## src/rtl/dlsc_axi_router_channel_sink.sv

```systemverilog
// Per-sink stage of the AXI router channel fabric: ordered source queue, lane latch and lane-to-sink mux.
// Optional DLSC_AXI_ROUTER_SINK_REGSLICE_EN inserts a 2-entry skid buffer in front of the sink port.
module dlsc_axi_router_channel_sink #(
  parameter int DATA     = 32,
  parameter int MOT      = 16,
  parameter int SOURCES  = 1,
  parameter int SOURCESB = 1,
  parameter int LANES    = 1,
  parameter int LANESB   = 1
) (
  input  logic                  clk,
  input  logic                  rst_n,
  output logic                  cmd_full,
  input  logic                  cmd_push,
  input  logic [SOURCESB-1:0]   cmd_source,
  output logic [SOURCES-1:0]    sink_source,
  input  logic                  arb_grant,
  input  logic [LANESB-1:0]     arb_grant_lane,
  output logic [LANES-1:0]      lane_out_ready,
  input  logic [LANES-1:0]      lane_out_valid,
  input  logic [LANES-1:0]      lane_out_last,
  input  logic [LANES*DATA-1:0] lane_out_data,
  input  logic                  sink_ready,
  output logic                  sink_valid,
  output logic                  sink_last,
  output logic [DATA-1:0]       sink_data
);

  logic                fifo_empty;
  logic [SOURCESB-1:0] head;
  logic                active;
  logic [LANESB-1:0]   lane;
  logic                done;
  logic                path_ready;
  logic                mux_valid;
  logic                mux_last;
  logic [DATA-1:0]     mux_data;
  logic                in_valid;

  generate
    if (SOURCES > 1) begin : g_fifo
      localparam int PTRB = (MOT > 1) ? $clog2(MOT) : 1;
      localparam int CNTB = $clog2(MOT + 1);

      logic [SOURCESB-1:0] mem [MOT];
      logic [PTRB-1:0]     wr_ptr;
      logic [PTRB-1:0]     rd_ptr;
      logic [CNTB-1:0]     count;
      logic                push_ok;
      logic                pop_ok;

      // a push into a completely full queue is dropped, even if a pop frees a slot
      assign push_ok = cmd_push && (count != CNTB'(MOT));
      assign pop_ok  = arb_grant && (count != '0);

      always_ff @(posedge clk or negedge rst_n) begin
        if (!rst_n) begin
          wr_ptr <= '0;
          rd_ptr <= '0;
          count  <= '0;
        end else begin
          if (push_ok) wr_ptr <= (wr_ptr == PTRB'(MOT-1)) ? '0 : wr_ptr + 1'b1;
          if (pop_ok)  rd_ptr <= (rd_ptr == PTRB'(MOT-1)) ? '0 : rd_ptr + 1'b1;
          if (push_ok && !pop_ok)      count <= count + 1'b1;
          else if (!push_ok && pop_ok) count <= count - 1'b1;
        end
      end

      always_ff @(posedge clk) begin
        if (push_ok) mem[wr_ptr] <= cmd_source;
      end

      assign head       = mem[rd_ptr];
      assign fifo_empty = (count == '0);
      assign cmd_full   = (count >= CNTB'(MOT-1));
    end else begin : g_nofifo
      logic unused_cmd;
      assign unused_cmd = ^{cmd_push, cmd_source};
      assign head       = '0;
      assign fifo_empty = 1'b0;
      assign cmd_full   = 1'b0;
    end
  endgenerate

  always_ff @(posedge clk or negedge rst_n) begin
    if (!rst_n) begin
      active <= 1'b0;
      lane   <= '0;
    end else begin
      if (arb_grant) begin
        active <= 1'b1;
        lane   <= arb_grant_lane;
      end else if (done) begin
        active <= 1'b0;
      end
    end
  end

  always_comb begin
    sink_source = '0;
    if (!fifo_empty && (!active || done)) begin
      for (int s = 0; s < SOURCES; s++) begin
        if (head == SOURCESB'(s)) sink_source[s] = 1'b1;
      end
    end
  end

  always_comb begin
    mux_valid = 1'b0;
    mux_last  = 1'b0;
    mux_data  = '0;
    for (int n = 0; n < LANES; n++) begin
      if (lane == LANESB'(n)) begin
        mux_valid = lane_out_valid[n];
        mux_last  = lane_out_last[n];
        mux_data  = lane_out_data[n*DATA +: DATA];
      end
    end
  end

  assign in_valid = active && mux_valid;

  always_comb begin
    lane_out_ready = '0;
    for (int n = 0; n < LANES; n++) begin
      lane_out_ready[n] = active && (lane == LANESB'(n)) && path_ready;
    end
  end

`ifdef DLSC_AXI_ROUTER_SINK_REGSLICE_EN
  logic [DATA:0] sk_mem [2];
  logic          sk_wr;
  logic          sk_rd;
  logic [1:0]    sk_cnt;
  logic          sk_in;
  logic          sk_out;

  assign path_ready = (sk_cnt != 2'd2);
  assign sk_in      = in_valid && path_ready;
  assign sk_out     = sink_valid && sink_ready;
  // burst ends once its last beat is inside the buffer; the tail drains on its own
  assign done       = sk_in && mux_last;

  always_ff @(posedge clk or negedge rst_n) begin
    if (!rst_n) begin
      sk_wr  <= 1'b0;
      sk_rd  <= 1'b0;
      sk_cnt <= 2'd0;
    end else begin
      if (sk_in)  sk_wr <= ~sk_wr;
      if (sk_out) sk_rd <= ~sk_rd;
      if (sk_in && !sk_out)      sk_cnt <= sk_cnt + 2'd1;
      else if (!sk_in && sk_out) sk_cnt <= sk_cnt - 2'd1;
    end
  end

  always_ff @(posedge clk) begin
    if (sk_in) sk_mem[sk_wr] <= {mux_last, mux_data};
  end

  assign sink_valid = (sk_cnt != 2'd0);
  assign sink_last  = sk_mem[sk_rd][DATA];
  assign sink_data  = sk_mem[sk_rd][DATA-1:0];
`else
  assign path_ready = sink_ready;
  assign sink_valid = in_valid;
  assign sink_last  = mux_last;
  assign sink_data  = mux_data;
  assign done       = sink_valid && sink_ready && sink_last;
`endif

`ifndef SYNTHESIS
  a_grant_busy: assert property (@(posedge clk) disable iff (!rst_n) !(arb_grant && active && !done))
    else $error("arb_grant while a burst is still active");
  a_grant_empty: assert property (@(posedge clk) disable iff (!rst_n) !(arb_grant && fifo_empty))
    else $error("arb_grant with empty command queue");
`endif

endmodule
```

## config.mk

```make
export PLATFORM = sky130hd
export DESIGN_NAME = dlsc_axi_router_channel_sink
export DESIGN_NICKNAME = d
export VERILOG_FILES = /design/src/rtl/dlsc_axi_router_channel_sink.sv
export SDC_FILE = /design/constraint.sdc
export NUM_CORES = 1
export LEC_CHECK = 0
export BUFFER_PORTS_ARGS = -buffer_cell sky130_fd_sc_hd__buf_4
export CORE_MARGIN = 3
export CORE_UTILIZATION = 22
export CTS_BUF_LIST = sky130_fd_sc_hd__clkbuf_16
export CTS_CLUSTER_DIAMETER = 150
export DETAILED_ROUTE_END_ITERATION = 10
export PLACE_DENSITY = 0.78
export SETUP_SLACK_MARGIN = 0.1
export SYNTH_ARGS = -nofsm -noshare
export SYNTH_HDL_FRONTEND = slang
export SYNTH_SLANG_ARGS = --single-unit
```

## constraint.sdc

```tcl
create_clock -name clk -period 1.18 [get_ports clk]
set_input_delay 0.059 -clock clk [delete_from_list [all_inputs] [get_ports clk]]
set_output_delay 0.059 -clock clk [all_outputs]
set_load 0.01 [all_outputs]
```

# Word level (Yosys, flattened, before mapping)
# Cells that the tools add are included.
[classes]
eq_ne = 0
n_reduce_logical = 8
add_sub_neg = 0
bitwise_logic = 1
order_cmp = 0
shifts = 0
n_mul = 0
n_div = 0
n_mux = 6
[op_table]
columns = ["op", "n"]
rows = [
  ["2-to-1 mux 32 bit", 1],
  ["logical AND 1 bit", 5],
  ["2-to-1 mux 1 bit", 5],
  ["nonzero test 2 bit", 1],
  ["logical NOT 1 bit", 1],
  ["logical OR 1 bit", 1],
  ["inverter 1 bit", 1],
]
[totals]
latch_bits = 0
in_bits = 41
ff_bits = 2
mem_count = 0
ram_bits = 0
word_cells = 17
output_inout_bits = 37
mem_bits_ro = 0

# Logic depth before layout (Yosys ltp)
# Gate-level depths: netlist of run 1.
[depth]
word_depth = 6
ltp_mapped = 2
depth_no_buf = 2

# Least setup slack after synthesis of run 1
# No wires, ideal clock.
[synth_path]
path_type = "flip-flop to flip-flop"
from = "register lane (netlist name)"
to = "register lane"
required_ns = 1.055
stages_incl_launch_ff = 3
setup_time_ns = 0.125
path_slack_ns = 0.237
period_less_slack_ns = 0.943
n_path_buf = 1
arrival_time_ns = 0.818
path_cell_list = "dfrtp_1 buf_6 mux2_2"
[synth_lines]
columns = ["item", "line_no", "rtl"]
rows = [
  ["end signal: assignment", "92", "lane <= arb_grant_lane;"],
  ["end: declaration", "32", "logic [LANESB-1:0] lane;"],
]

# Worst setup path in the final report of run 1
[layout_path]
from = "register lane"
to = "output sink_data[29]"
[layout_via]
elab_chain_len = 1
[layout_lines]
columns = ["item", "line_no", "rtl"]
rows = [
  ["2-to-1 mux 32 bit", "113", "if (lane == LANESB'(n)) begin"],
  ["end: declaration", "26", "output logic [DATA-1:0] sink_data"],
]
# No other way between the ends.

==> results of run 1 <==
## path summary, 6_finish.rpt
path | start | to | slack, ns | cells past startpoint
hold / removal | arb_grant | active$_DFFE_PN0P_ | 0.06 | 2
setup reg to reg | lane$_DFFE_PN0P_ | active$_DFFE_PN0P_ | 0.07 | 3
hold reg to reg | active$_DFFE_PN0P_ | active$_DFFE_PN0P_ | 0.57 | 1
min in group asynchronous | rst_n | lane$_DFFE_PN0P_ | 0.16 | 2
setup / recovery | lane$_DFFE_PN0P_ | sink_data[29] | -0.0005 | 3
max in group asynchronous | rst_n | lane$_DFFE_PN0P_ | 0.92 | 2
## critical path, cell delays in order, from the launching register on
cell and delay [ns]:
dfrtp_2 0.45, buf_6 0.15, and2b_1 0.18, buf_4 0.11
## cells in the mapped netlist
library cell	instances	area, sq um
buf_4	1	7.510
mux2_2	1	11.26
nand2_1	1	3.750
and2b_1	2	15.01
nand4b_1	1	8.760
dfrtp_1	2	50.05
and3b_1	2	17.52
conb_1	1	3.750
buf_2	2	10.01
nor2b_1	31	193.9
buf_6	1	11.26
a21o_1	1	7.510
## logic make-up after synthesis
family,after synthesis
simple gates,37
buf+inv,4
flops,2
compound gates,1
mux,1
other cells,1
## state kept, by name, indices dropped and copies added, names as in the netlist
register and cells:
active 1, lane 1
## power by group
| part | internal, mW | total (mW) | switching (mW) |
|---|---|---|---|
| Combinational | 0.277 | 0.449 | 0.172 |
| Sequential | 0.0747 | 0.0847 | 0.00995 |
| Clock | 0.431 | 0.508 | 0.0768 |
## per-layer routing
metal / up-vias / global-route usage [%] / routed length (microns)
met5: - / 0 / 0
met4: 0 / 3.509 / 10
met3: 2 / 8.765 / 320
met2: 54 / 31.07 / 908
met1: 275 / 17.38 / 615
li1: 298 / - / -
## repair_timing
| action | in CTS | in global routing |
|---|---|---|
| hold buffers | 1 | 0 |
| endpoints found under the hold margin | 2 | 0 |
| cloned | 2 | 0 |
| buffers inserted | 1 | 0 |
| pin swaps | 1 | 1 |
| gates resized for setup | 5 | 13 |
| setup endpoints to repair | 33 | 37 |
## final cells by class
class	count	area share (%)
Multi-Input combinational cell	40	26.39
Timing Repair Buffer	80	59.88
Clock buffer	3	7.101
Tap cell	15	1.775
Sequential cell	2	4.852
## through the flow
stage | setup TNS [ns] | setup slack, ns | util [%] | hold slack, ns
after global placement | 0 | 0.2178 | 65.16 | -0.1573
after global routing | -0.1285 | -0.03175 | 76.47 | 0.06575
final | -0.0004825 | -0.0004825 | 76.47 | 0.06304
after CTS | 0 | 0.01761 | 73.57 | 0.06207
after detailed placement | 0 | 0.2076 | 65.16 | -0.1566
after floorplan | 0 | 0.2370 | - | -0.2366
==> summary by stage, run 1 <==
Worst setup path
The nature of the critical path endpoint is an output pin. The arrival time reported for the critical path endpoint is 1.12 ns. By startpoint and endpoint, the worst setup path is classified as flip-flop to output pin. The startpoint class of the critical path is a flip-flop.

The required time of the worst setup path is 1.12 ns. The largest driver fanout on the critical path is 8.

Run status
The checks that failed: setup timing. The run finished, with violations left.

Floorplan
Measured along the y axis, the die boundary spans 45.33 microns. The floorplan step set the die width to 45.33 microns. In this run the core area contains 13 standard-cell rows. The starting density of the core is 24.62%. 78 I/O pins were placed. The die footprint is 0.002055 sq mm. After floorplanning, the core was sized to cover 0.001383 sq mm.

CTS
After clock tree synthesis, the clock-pin slew on the worst setup and hold paths is 0.03 ns. CTS built an H-tree with a depth of 1. The buffer type at the clock tree root is clkbuf_16. The buffer levels on the longest clock path is 2. The CTS tree is done. The number of buffers created by CTS is 3. The total number of clock tree sinks is 2. The clock latency reported for the late side of the worst-skew pair is 0.22 ns.

Power
For this design the static power due to leakage is 0.5768 nW. For this design the ratio of total power to cell area is 985.0 mW/mm^2. Power comes to 1.041 mW. The maximum ir drop on the vdd rail is 999.1 uV.

STA
The number of hold violations in the final report is 0. For the finished layout, the period the worst path requires is 1.180 ns. The final critical path takes up 100.0% of the cycle. The final count of negative-setup-slack endpoints is 1. The setup skew after layout is 0.00008080 ns. The worst setup margin is -0.0004825 ns. Setup repair after global routing could not meet its margin everywhere. For this run, the top clock speed supported by timing is 0.8471 GHz.

The final number of max-transition violations came to 0.

Placement
Once placement finished, the instance area stood at 900.9 sq um. Routability-driven placement finished with a final weighted congestion of 0.7378. Once placement completed, the tool counted placed cells totaling 133.

Port buffering added 74 buffers.

Logic synthesis
The post-synthesis cell count is 46. Summing the areas of all and, or, nand and nor instances in the mapped netlist gives 70.22% of the synthesized area. For this run, the number of Yosys warnings is 0. A synthesized cell averages 7.398 sq um. The compound-gate portion of the synthesized area is 2.206%.

In the synthesized netlist, mux cells make up 3.309% of the area. The dominant combinational cell family by area after synthesis is simple AND/OR/NAND/NOR gates. The register area share after synthesis is 14.71%.

The adder-cell area share of the yosys netlist is 0%. The cell area after technology mapping is 340.3 sq um. The net count after synthesis is 87. The synthesized netlist devotes 0% of its cell area to XOR and XNOR gates. The count of unique library cells instantiated by Yosys is 12.

Synthesis inferred 2 register bits.

Drt
The total DRC errors in the routed layout is 0. The routed layout has 629 vias. The routed wire length is 1.855 mm. The routed length per placed instance is 13.25 microns. The number of vias per cell is 4.493. The count of nets left with antenna violations after detail routing is 0. The iteration count of the initial detailed-routing pass is 2.

The first routing iteration left 7 violations.

Layout
The count of inserted antenna diode cells is 0. The fraction of layout instances using a drive strength above 1 is 72.80%. The layout has 89 filler cells. The total number of nets in the final design is 168.

The commonest non-fill, non-tap cell in the layout is buf_4. Summing all non-filler instances in the final layout gives an area of 0.001057 sq mm. Registers take 51.30 sq um.

Once layout is complete, the cells apart from fillers number 140. The area added between synthesis and finish is 210.7%. In the layout the commonest cells are buf_4 (70), nor2b_1 (24), buf_6 (8). The multi-input combinational cell area is 279.0 sq um.

Global routing
The via count of the first global-routing pass is 648. The global-route total usage across every layer is 17.14%. The initial antenna violation count is 0.

Entering global routing, the biggest net connects 11 pins. The first global-routing pass estimated 2.553 mm of wire. The remaining global-route overflow is 0.

Worst hold path
The min-delay analysis places its worst path in the category input pin to flip-flop.

Flow run
Max-cap violations in this run came to 0.
(Power assumes the default switching activity.)
==> inputs of run 2 (changes only) <==
- clock period: 1.18 -> 1.1 ns (I/O delays scaled with it)
==> run 2 against run 1 <==
The run still ends with setup timing left. Critical endpoint unchanged. Die area unchanged. Non-clock buffer count down 1. Clock skew up 0.00079 ns. Register-to-register slack worse by 0.08 ns. Clock power up 8.1%. Hold slack worse by 0.024 ns. Combinational power up 4%. Count of clock-buffer cells in the layout unchanged. Highest routed layer unchanged.
==> summary by stage, run 2 (synthesis results as in run 1) <==
CTS
The buffer type at the clock tree root was clkbuf_16 (unchanged). The clock latency reported for the late side of the worst-skew pair is 0.22 ns (about the same). The buffer levels on the longest clock path is 2 (unchanged). The number of H-tree levels is 1 (unchanged). The clock slew at the register clock pins of the worst setup and hold paths came to 0.03 ns (about the same). The total number of clock tree sinks is 2 (unchanged).

The CTS tree is done (unchanged). The number of buffers created by CTS is 3 (unchanged).

Layout
The sequential standard cell area is 51.30 sq um (unchanged). The total number of nets in the final design is 167 (was 168). The area added between synthesis and finish is 204.4% (was 210.7%). Largest registers ranked by flip-flop count: active x1, lane x1 (unchanged). The commonest non-fill, non-tap cell in the layout is buf_4 (unchanged).

The final core utilization is 74.93% (was 76.47%). The fraction of layout instances using a drive strength above 1 is 70.16% (was 72.80%). The count of inserted antenna diode cells is 0 (unchanged).

The multi-input combinational cell area is 271.5 sq um (was 279.0 sq um). The final-layout fill cell count is 101 (was 89). Most frequent cells in the layout: buf_4 (74), nor2b_1 (27), nor2b_2 (4) (was buf_4 (70), nor2b_1 (24), buf_6 (8)).

Drt
The violation count after the first detailed-routing iteration is 2 (was 7). The count of nets left with antenna violations after detail routing is 0 (unchanged). The via count was 612 (was 629). The iteration count of the initial detailed-routing pass is 4 (was 2). The number of vias per cell came to 4.403 (was 4.493).

The routed wire length is 1.778 mm (was 1.855 mm). The total DRC errors in the routed layout is 0 (unchanged). The routed length per placed instance is 12.79 microns (was 13.25 microns).

STA
The maximum frequency from static timing analysis is 0.8532 GHz. The final-layout setup total negative slack is -1.338 ns (was -0.0004825 ns). The worst setup margin is -0.07202 ns (was -0.0004825 ns).

Unrepaired setup endpoints after global routing: yes (unchanged). The setup skew after layout came to 0.0008700 ns (was 0.00008080 ns). The clock period minus final worst setup slack is 1.172 ns. The number of hold violations in the final report is 0 (unchanged). The final count of negative-setup-slack endpoints is 35 (was 1). The final number of max-transition violations is 0 (unchanged).

The portion of the clock cycle consumed by the worst path in the final layout is 106.5%.

Floorplan
The horizontal die dimension is 45.33 microns (unchanged). The number of placed I/O pins was 78 (unchanged). The die footprint is 0.002055 sq mm (unchanged). The starting density of the core was 24.62% (unchanged). The number of standard-cell rows in the floorplan is 13 (unchanged).

The chip height is 45.33 microns (unchanged). The placeable core region came to 0.001383 sq mm (unchanged).

Worst setup path
The family with the most delay on the worst path is flip-flops (unchanged). The arrival time reported for the critical path endpoint is 1.12 ns (about the same). Cell-by-cell listing of the critical path: buf_6, and2b_1, buf_4 (unchanged).

The nature of the critical path endpoint was an output pin (unchanged). The biggest cell delay along the critical path is 0.45 ns (about the same). The startpoint of the worst register-to-register path is lane$_DFFE_PN0P_ (unchanged). The beginning of the critical path is lane$_DFFE_PN0P_ (unchanged). The largest driver fanout on the critical path came to 8 (unchanged). The worst-path cell with the longest stage delay is dfrtp_2 (unchanged). The startpoint class of the critical path was a flip-flop (unchanged).

The required time of the worst setup path is 1.04 ns (was 1.12 ns). The worst path buffer plus inverter count is 2 (unchanged). The type of the worst setup path is flip-flop to output pin (unchanged).

Worst hold path
The startpoint of the worst hold path is arb_grant (unchanged). The path class of the lowest-slack min-delay path is input pin to flip-flop (unchanged).

Placement
The number of input and output port buffers inserted is 74 (unchanged). The worst slack at placement came to 0.04456 ns (was 0.2076 ns). The routability congestion estimate from global placement is 0.7364 (was 0.7378).

Power
The cell leakage power is 0.5683 nW (was 0.5768 nW). The clock power share is 49.6% (was 48.8%). The switching share of power is 24.71% (was 24.85%). The logic gate share of total power is 42.1% (was 43.1%). The maximum ir drop on the vdd rail is 1165 uV (was 999.1 uV). The power density over the cells is 1068 mW/mm^2 (was 985.0 mW/mm^2). The cell-internal power came to 832.8 uW (was 782.6 uW).

The net switching component of the power is 273.3 uW (was 258.8 uW). The part of the power in registers is 8.2% (was 8.1%).

Global routing
The remaining global-route overflow is 0 (unchanged). The global-route total usage across every layer came to 17.38% (was 17.14%). The initial antenna violation count came to 0 (unchanged). The first-pass GRT wire length is 2.587 mm (was 2.553 mm). The via count of the first global-routing pass came to 648 (unchanged).

The largest net degree at the start of global routing is 21 (was 11).

Flow run
The number of max-capacitance violations reported is 0 (unchanged).

Run status
Violated checks: setup timing (unchanged). Result of the run: complete, but fails checks (unchanged).
-- run 2: timing repair --
action                                  in CTS  in global routing
resized for setup                            4                  6
gates cloned                                 1                  0
pin swaps                                    2                  0
hold endpoints to repair                     2                  0
endpoints found under the setup margin      37                 37
setup buffers                                1                  0
hold buffers                                 1                  0
-- run 2: routing by layer --
layer  vias to the layer above  track usage, %  wire [microns]
li1                        295               -               -
met1                       260           14.52             519
met2                        55           31.92             886
met3                         2           11.95             351
met4                         0           5.848              21
met5                         -               0               0
-- run 2: worst register-to-register path, cell delays in order, from the launching register on --
cell and delay [ns]:
dfrtp_2 0.45, nand4b_1 0.23, buf_4 0.16, a21o_1 0.15
-- run 2: through the flow --
stage	total power [mW]	cells	hold WS (ns)	instance area, sq um
floorplan	0.2569	46	-0.2406	340.3
global placement	0.5281	133	-0.1616	913.4
detailed placement	0.5331	133	-0.1609	913.4
CTS	1.106	139	0.04246	1023
global route	1.162	139	0.05989	1036
finish	1.106	139	0.03924	1036
-- run 2: layout make-up --
type	instances	share of cell area, %
timing repair buffer	79	59.78
tap	15	1.812
sequential	2	4.952
multi-input combinational	40	26.21
clock buffer	3	7.246
-- run 2: final timing paths --
check                      slack, ns  depth (start not counted)            endpoint
max in group asynchronous       0.85                          2    lane$_DFFE_PN0P_
min reg2reg                     0.54                          1  active$_DFFE_PN0P_
min in group asynchronous       0.15                          2    lane$_DFFE_PN0P_
max                            -0.07                          3       sink_data[29]
max reg2reg                    -0.01                          3  active$_DFFE_PN0P_
min                             0.04                          2  active$_DFFE_PN0P_
-- run 2: power by group through the flow --
stage	sequential, mW	combinational, mW	clock [mW]
final	0.0912	0.466	0.549
after global routing	0.0923	0.504	0.565
after CTS	0.0908	0.461	0.554
after detailed placement	0.0892	0.444	0
after global placement	0.0884	0.440	0
after floorplan	0.0873	0.170	0
